==> src/rtl/mem_trace_pkg.sv <==
// Shared widths, FSM state encoding and per-lane request record for the memory trace driver.
package mem_trace_pkg;

   localparam int ADDR_W  = 64;
   localparam int DATA_W  = 64;
   localparam int SIZE_W  = 32;
   localparam int CYCLE_W = 64;

   typedef enum logic [1:0] {
      ST_IDLE,
      ST_WAIT,
      ST_ISSUE,
      ST_DONE
   } state_t;

   typedef struct packed {
      logic [ADDR_W-1:0] address;
      logic              is_store;
      logic [SIZE_W-1:0] size;
      logic [DATA_W-1:0] data;
   } lane_t;

endpackage

==> src/rtl/mem_trace_fifo.sv <==
// Synchronous record FIFO with occupancy count; pushes when full and pops when empty are ignored.
// The head entry is presented combinationally on pop_data whenever empty is low.
module mem_trace_fifo #(
   parameter int WIDTH = 8,
   parameter int DEPTH = 4
) (
   input  logic                     clock,
   input  logic                     reset,
   input  logic                     push,
   input  logic [WIDTH-1:0]         push_data,
   input  logic                     pop,
   output logic [WIDTH-1:0]         pop_data,
   output logic                     full,
   output logic                     empty,
   output logic [$clog2(DEPTH):0]   count
);

   localparam int PTR_W = $clog2(DEPTH);

   logic [WIDTH-1:0] mem [DEPTH];
   logic [PTR_W:0]   wr_ptr;
   logic [PTR_W:0]   rd_ptr;
   logic             do_push;
   logic             do_pop;

   // Pointers carry one extra wrap bit so full and empty are distinguishable.
   assign count    = wr_ptr - rd_ptr;
   assign full     = (count == (PTR_W+1)'(DEPTH));
   assign empty    = (wr_ptr == rd_ptr);
   assign pop_data = mem[rd_ptr[PTR_W-1:0]];
   assign do_push  = push && !full;
   assign do_pop   = pop && !empty;

   always_ff @(posedge clock) begin
      if (reset) begin
         wr_ptr <= '0;
         rd_ptr <= '0;
      end else begin
         if (do_push) begin
            wr_ptr <= wr_ptr + (PTR_W+1)'(1);
         end
         if (do_pop) begin
            rd_ptr <= rd_ptr + (PTR_W+1)'(1);
         end
      end
   end

   always_ff @(posedge clock) begin
      if (do_push && !reset) begin
         mem[wr_ptr[PTR_W-1:0]] <= push_data;
      end
   end

endmodule

==> src/rtl/mem_trace_driver.sv <==
// Replays buffered SIMT memory trace records, releasing each one when the free-running cycle counter
// reaches its target cycle. Optional statistics outputs are enabled by MEM_TRACE_DRIVER_STATS_EN.
//
// state | meaning
// IDLE  | FIFO empty, nothing to issue
// WAIT  | head record present, target cycle not yet reached
// ISSUE | output register holds a request awaiting req_ready
// DONE  | final record issued; absorbing until reset
module mem_trace_driver
   import mem_trace_pkg::*;
#(
   parameter int NUM_LANES  = 4,
   parameter int FIFO_DEPTH = 4
) (
   input  logic                          clock,
   input  logic                          reset,
   input  logic                          in_valid,
   output logic                          in_ready,
   input  logic [CYCLE_W-1:0]            in_cycle,
   input  logic [NUM_LANES-1:0]          in_mask,
   input  logic [ADDR_W*NUM_LANES-1:0]   in_address,
   input  logic [NUM_LANES-1:0]          in_is_store,
   input  logic [SIZE_W*NUM_LANES-1:0]   in_size,
   input  logic [DATA_W*NUM_LANES-1:0]   in_data,
   input  logic                          in_last,
   output logic [NUM_LANES-1:0]          req_valid,
   output logic [ADDR_W*NUM_LANES-1:0]   req_address,
   output logic [NUM_LANES-1:0]          req_is_store,
   output logic [SIZE_W*NUM_LANES-1:0]   req_size,
   output logic [DATA_W*NUM_LANES-1:0]   req_data,
   input  logic                          req_ready,
   output logic                          done
`ifdef MEM_TRACE_DRIVER_STATS_EN
   ,
   output logic [31:0]                   stall_cycles,
   output logic [31:0]                   late_records
`endif
);

   localparam int CNT_W = $clog2(FIFO_DEPTH) + 1;

   typedef struct packed {
      logic [CYCLE_W-1:0]          cycle;
      logic                        last;
      logic [NUM_LANES-1:0]        mask;
      lane_t [NUM_LANES-1:0]       lanes;
   } rec_t;

   localparam int REC_W = $bits(rec_t);

   state_t                 state;
   logic [CYCLE_W-1:0]     cycle_counter;
   logic [CYCLE_W-1:0]     cycle_plus1;
   lane_t [NUM_LANES-1:0]  out_lanes;
   logic                   out_last;

   rec_t                   push_rec;
   rec_t                   head;
   logic [REC_W-1:0]       head_bits;
   logic                   fifo_full;
   logic                   fifo_empty;
   logic [CNT_W-1:0]       fifo_count;
   logic [CNT_W-1:0]       occ_next;
   logic                   push;
   logic                   head_elig;
   logic                   slot_free;
   logic                   take;
   logic                   load;
   logic                   req_fire;
   state_t                 idle_or_wait;

   always_comb begin
      push_rec       = '0;
      push_rec.cycle = in_cycle;
      push_rec.last  = in_last;
      push_rec.mask  = in_mask;
      for (int g = 0; g < NUM_LANES; g++) begin
         push_rec.lanes[g].address  = in_address[ADDR_W*g +: ADDR_W];
         push_rec.lanes[g].is_store = in_is_store[g];
         push_rec.lanes[g].size     = in_size[SIZE_W*g +: SIZE_W];
         push_rec.lanes[g].data     = in_data[DATA_W*g +: DATA_W];
      end
   end

   // Acceptance depends only on occupancy, never on a same-cycle pop.
   assign in_ready = !reset && !fifo_full && (state != ST_DONE);
   assign push     = in_valid && in_ready;

   mem_trace_fifo #(
      .WIDTH (REC_W),
      .DEPTH (FIFO_DEPTH)
   ) u_fifo (
      .clock     (clock),
      .reset     (reset),
      .push      (push),
      .push_data (push_rec),
      .pop       (take),
      .pop_data  (head_bits),
      .full      (fifo_full),
      .empty     (fifo_empty),
      .count     (fifo_count)
   );

   assign head = rec_t'(head_bits);

   // Deciding one cycle early lets the registered request appear exactly at head.cycle.
   assign cycle_plus1  = cycle_counter + CYCLE_W'(1);
   assign head_elig    = (cycle_plus1 >= head.cycle);
   assign req_fire     = (|req_valid) && req_ready;
   assign slot_free    = (state == ST_IDLE) || (state == ST_WAIT) ||
                         ((state == ST_ISSUE) && req_fire && !out_last);
   assign take         = slot_free && !fifo_empty && head_elig;
   assign load         = take && (|head.mask);
   assign occ_next     = fifo_count + CNT_W'(push) - CNT_W'(take);
   assign idle_or_wait = (occ_next == '0) ? ST_IDLE : ST_WAIT;

   always_ff @(posedge clock) begin
      if (reset) begin
         state         <= ST_IDLE;
         cycle_counter <= '0;
         req_valid     <= '0;
         out_lanes     <= '0;
         out_last      <= 1'b0;
         done          <= 1'b0;
      end else begin
         cycle_counter <= cycle_counter + CYCLE_W'(1);
         if (state != ST_DONE) begin
            if (req_fire) begin
               req_valid <= '0;
            end
            if (req_fire && out_last) begin
               state <= ST_DONE;
               done  <= 1'b1;
            end else if (load) begin
               req_valid <= head.mask;
               out_lanes <= head.lanes;
               out_last  <= head.last;
               state     <= ST_ISSUE;
            end else if (take && head.last) begin
               // Zero-mask final record: retired without ever raising req_valid.
               state <= ST_DONE;
               done  <= 1'b1;
            end else if ((state == ST_ISSUE) && !req_fire) begin
               state <= ST_ISSUE;
            end else begin
               state <= idle_or_wait;
            end
         end
      end
   end

   always_comb begin
      req_address  = '0;
      req_is_store = '0;
      req_size     = '0;
      req_data     = '0;
      for (int g = 0; g < NUM_LANES; g++) begin
         req_address[ADDR_W*g +: ADDR_W] = out_lanes[g].address;
         req_is_store[g]                 = out_lanes[g].is_store;
         req_size[SIZE_W*g +: SIZE_W]    = out_lanes[g].size;
         req_data[DATA_W*g +: DATA_W]    = out_lanes[g].data;
      end
   end

`ifdef MEM_TRACE_DRIVER_STATS_EN
   always_ff @(posedge clock) begin
      if (reset) begin
         stall_cycles <= '0;
         late_records <= '0;
      end else begin
         if ((|req_valid) && !req_ready && (stall_cycles != '1)) begin
            stall_cycles <= stall_cycles + 32'd1;
         end
         if (load && (head.cycle < cycle_plus1) && (late_records != '1)) begin
            late_records <= late_records + 32'd1;
         end
      end
   end
`endif

endmodule

==> config.mk <==
export PLATFORM = sky130hd
export DESIGN_NAME = mem_trace_driver
export DESIGN_NICKNAME = d
export VERILOG_FILES = /design/src/rtl/mem_trace_pkg.sv /design/src/rtl/mem_trace_fifo.sv /design/src/rtl/mem_trace_driver.sv
export SDC_FILE = /design/constraint.sdc
export NUM_CORES = 2
export LEC_CHECK = 0
export CORE_ASPECT_RATIO = 0.5
export CORE_UTILIZATION = 51
export DETAILED_ROUTE_END_ITERATION = 10
export PLACE_DENSITY = 0.77
export SETUP_SLACK_MARGIN = 0.15
export SLEW_MARGIN = 15
export SYNTH_ARGS = -nofsm -noshare
export SYNTH_HDL_FRONTEND = slang
export SYNTH_SLANG_ARGS = --single-unit
==> constraint.sdc <==
create_clock -name clock -period 20.1 [get_ports clock]
set_input_delay 2.01 -clock clock [delete_from_list [all_inputs] [get_ports clock]]
set_output_delay 2.01 -clock clock [all_outputs]
set_load 0.02 [all_outputs]
Word-level counts from Yosys, hierarchy flattened

Memory sizes are Yosys's and may differ from the RTL's. A register that Yosys moved wholly into a read port is not among the register bits.
Index checks and enable logic that the tools add are counted.

Bits in registers: 722
Bits in writable memories: 2852
Input bits: 717
Output and inout port bits: 650
Word-level logic and storage cells: 82
Memories kept: 1

Add/sub/neg operators: 6
$lt $le $gt $ge: 1
Eq/ne operators: 6
Muxes and demuxes: 15
Bitwise operators: 1
Reduce and logical (&&, ||, !) cells: 29

Memory list:

| name       | words | bits a word | rd ports | clocked after memory_dff | write ports | RTL line             | text |
|---|---|---|---|---|---|---|---|
| u_fifo.mem | 4     | 713         | 1        | 1                        | 1           | mem_trace_fifo.sv:20 | `logic [WIDTH-1:0] mem [DEPTH];` |

Operator list:

| operator                | count |
|---|---|
| $add A64 B1 Y64 const B | 1 |
| $ge A64 B64 Y1          | 1 |
| $logic_and A1 B1 Y1     | 15 |
| $mux W2                 | 6 |
| $mux W4                 | 3 |
| $reduce_or A4 Y1        | 2 |
| $add A3 B1 Y3 const B   | 2 |
| $mux W1                 | 6 |
| $reduce_and A3 Y1       | 2 |
| $logic_not A1 Y1        | 5 |
| $add A3 B1 Y3           | 1 |
| $eq A3 B3 Y1            | 1 |
| $eq A3 B3 Y1 const B    | 1 |
| $logic_not A3 Y1        | 1 |
| $sub A3 B1 Y3           | 1 |
| $sub A3 B3 Y3           | 1 |
| $eq A2 B1 Y1 const B    | 1 |
| $eq A2 B2 Y1 const B    | 1 |
| $logic_not A2 Y1        | 1 |
| $logic_or A1 B1 Y1      | 2 |
| $ne A2 B1 Y1 const B    | 1 |
| $ne A2 B2 Y1 const B    | 1 |
| $reduce_bool A2 Y1      | 1 |
| $not A1 Y1              | 1 |

Longest topological paths before layout

Word-level depth: 14
Depth in mapped cells: 27
Mapped depth without buffers: 23

Modules after synthesis

Synthesis repeated with hierarchy kept, for this count alone.

Cells, all modules: 7177
Area total of the unflattened synthesis: 137339.2 µm²

Modules (own cells, without submodules):

| module           | instances | cells each | area each (µm²) |
|---|---|---|---|
| mem_trace_fifo   | 1         | 3774       | 102926.2 |
| mem_trace_driver | 1         | 3403       | 34413.0 |

Worst setup path after synthesis

Ideal clock, no wire load.

Path kind: input-to-reg
Start point: input port reset
End point: memory u_fifo.mem[3][0] (netlist bit), enable pin
Arrival: 19.337 ns
Required time: 18.917 ns
Slack: -0.420 ns
Stages on the path: 3
Buffers on the path: 1
Cell sequence: clkbuf_1 a311oi_1 and3_1

Word-level cells in the longest chain between the ends: 8

RTL lines:

| item                             | RTL line               | text |
|---|---|---|
| start: declaration               | mem_trace_driver.sv:16 | `input logic reset,` |
| $logic_not A1 Y1                 | mem_trace_driver.sv:86 | `assign in_ready = !reset && !fifo_full && (state != ST_DONE);` |
| $logic_and A1 B1 Y1 (2 in a row) | mem_trace_driver.sv:86 |  |
| via in_ready                     | mem_trace_driver.sv:18 | `output logic in_ready,` |
| $logic_and A1 B1 Y1              | mem_trace_driver.sv:87 | `assign push = in_valid && in_ready;` |
| $logic_and A1 B1 Y1              | mem_trace_fifo.sv:31   | `assign do_push = push && !full;` |
| $logic_and A1 B1 Y1              | mem_trace_fifo.sv:49   | `if (do_push && !reset) begin` |
| $mux W1                          | mem_trace_fifo.sv:49   |  |
| $mux W1 (not written as such)    | mem_trace_fifo.sv:50   | `mem[wr_ptr[PTR_W-1:0]] <= push_data;` |
| end: declaration                 | mem_trace_fifo.sv:20   |  |

The timed path passes the listed nets, and every way through them passes these cells.

==> metrics.cfg <==
[sta]
finClkSkew_ns = 0.0550
grt_setup_unrepaired = false
fmax_mhz = 121
relSlewSlack = 0.236
setup_viol_count_final = 0
setup_tns_ns = 0
tightest_slew_ns = 1.15
min_period_ns = 8.24
maxSlewViolCount = 0
final-hold-violation-count = 0
period_share = 0.410

[logic_synthesis]
syn_area_mm2 = 0.136
syn-num-nets = 7956
seq_area_frac_synth = 0.734
synth_edf_count = 2852
synth_ff_type = edfxtp_1
syn_area_per_cell_um2 = 19.0
synth_warnings = 0
synthTopCellsByArea = edfxtp_1, mux4_2, dfxtp_1, nand2b_1, mux2i_1
yosys-top-cells-count = edfxtp_1, nand2b_1, dfxtp_1
yosysTopAreaCell = edfxtp_1
synth_cell_type_count = 55
async_reset_ff_frac = 0
yosysMostFrequentCell = edfxtp_1
synth-seq-cells = 3576
synthCells = 7163
yosys.area.top_type_share = 0.628

[global_routing]
grt_pass1_vias = 70687
grt_use_total = 0.247
grt_overflow = 0
antenna_found_initial = 196
grt_first_pass_wirelength_mm = 488
grt_max_degree = 148

[die]
dieWidth_um = 733
io_pins = 1367
die_h_um = 368
core_mm2 = 0.264
dieArea_mm2 = 0.270
rows = 133
start_util = 0.516

[flow_run]
cap_viol_max_count = 0

[worst_setup_path]
endpoint_kind = register
critPathKind = reg2reg
required_ns = 20.89
startpoint_type = register
cp_max_fo = 122
crit_arrival_ns = 9.03

[clock_tree]
clockBufferDepth = 4
holdBufCountCts = 0
cts_tree = done
clkTransAtPathRegs_ns = 0.07
cts_setup_buffers = 0
h-tree-depth = 5
clkSinkCount = 3576
ctsResizeCount = 0
insertion_delay_ns = 0.88
cts-root-buf = clkbuf_16
cts_buffers = 311

[routing]
dr.pass1.iters = 6
dr.first_iter.drc_count = 6171
antenna_left = 0
dr_total_vias = 70197
vias_per_cell = 5.65
drc = 0
routed_wl_mm = 342
wl_per_cell_um = 27.6

[worst_hold_path]
min_from = req_address[158]$_SDFFE_PP0P_
hold_path_class = reg2reg

[power_and_ir_drop]
clkPwrFrac = 0.414
peakVddDrop_uv = 87.9
pwr-share-comb = 0.035
p_per_area_mw_per_mm2 = 90.1
swShare = 0.202
p_leak_nw = 56.4
power_frac_seq = 0.552
power.net_switching_mw = 2.98
internal-power_mw = 11.8

[status]
status = completed

[cells_and_area]
layout-area-overhead-vs-synth_pct = 20.2
fin_area_mm2 = 0.164
fin_nets = 9332
drive_gt1_frac = 0.146
filler_cell_count = 18218

[placed_design]
place_area_mm2 = 0.153
gp_congestion = 0.840
io_buffers = 1366
place_hpwl_mm = 222

-- power by group through the flow --
stage,Clock (mW),Sequential [mW],Combinational [mW]
finish,6.11,8.15,0.511
CTS,6.20,8.15,0.513
global placement,0,8.30,0.497
floorplan,0,8.39,0.226
global route,6.49,8.15,0.547
detailed placement,0,8.31,0.511
-- layout by cell type, fill, tap and decap left out, drive strengths merged, types with 68 or more instances in the layout --
master	n
edfxtp	2852
clkdlybuf4s50	1365
nand2b	1293
dfxtp	724
mux4	713
mux2i	646
clkbuf	422
diode	116
inv	94
clkinv	93
buf	90
ha	74
nor2b	68
-- worst paths after layout --
path / endpoint / slack, ns / depth (start not counted)
worst max register to register: req_size[68]$_SDFFE_PP0P_ / 11.86 / 16
worst min register to register: req_address[158]$_SDFFE_PP0P_ / 0.47 / 2
worst min-delay path: req_address[158]$_SDFFE_PP0P_ / 0.47 / 2
worst max-delay path: req_size[68]$_SDFFE_PP0P_ / 11.86 / 16
-- worst max-delay path, stage by stage, from the launching register on --
cell and delay (ns):
dfxtp_4 0.94, buf_4 0.81, buf_4 0.89, mux4_2 0.42
inv_1 0.07, ha_1 0.23, a21oi_1 0.15, nor2_1 0.05
a211oi_1 0.25, a31oi_1 0.15, o31a_1 0.44, o21ai_4 0.22
buf_12 0.51, buf_12 0.73, buf_4 0.76, buf_12 0.74
mux2i_1 0.28
-- per-layer routing --
layer | share of wire | up-vias | routed length (um) | GRT usage
met3 | 0.057 | 818 | 19700 | 0.0517
met1 | 0.38 | 36477 | 131000 | 0.306
li1 | - | 30446 | - | -
met4 | 0.058 | 54 | 19800 | 0.149
met5 | 0.0011 | - | 364 | 0
met2 | 0.50 | 2402 | 172000 | 0.404
-- cells by family after synthesis --
logic type / Yosys count / share of synthesized area
AOI/OAI and AO/OA: 77 / 0.00356
xor gates and xnor gates: 68 / 0.00437
adders and majority gates: 76 / 0.00708
buffers and inverters: 470 / 0.0159
DFF: 3576 / 0.734
muxes: 1360 / 0.165
and+or+nand+nor: 1536 / 0.0694
-- final cells by class --
class                   count  area [um^2]  area share
well taps                3510         4390      0.0268
clock inverters           146         1560     0.00949
repair buffers           1455        14500      0.0885
inverters                  78          293     0.00179
clock buffers             422         8690      0.0530
multi-input cells        3117        34100       0.208
diodes                    116          290     0.00177
flip-flops and latches   3576       100000       0.611
-- registers in the layout, indices dropped and copies added, names as in the netlist, named ones only --
register	count
req_data	256
u_fifo.mem	2852
req_is_store	4
done	1
cycle_counter	64
out_last	1
u_fifo.rd_ptr	3
req_size	128
req_address	256
state	2
u_fifo.wr_ptr	3
req_valid	4
-- stage by stage --
step	worst slack (ns)	util	cells	hold slack (ns)	total power [mW]
after floorplan	-0.387	-	7163	0.445	8.62
after global placement	11.73	0.581	11736	0.459	8.80
after detailed placement	11.67	0.581	11736	0.464	8.82
after CTS	11.63	0.619	12304	0.475	14.9
after global routing	11.33	0.620	12405	0.492	15.2
final	11.86	0.620	12420	0.475	14.8
(Power assumes the default switching activity.)
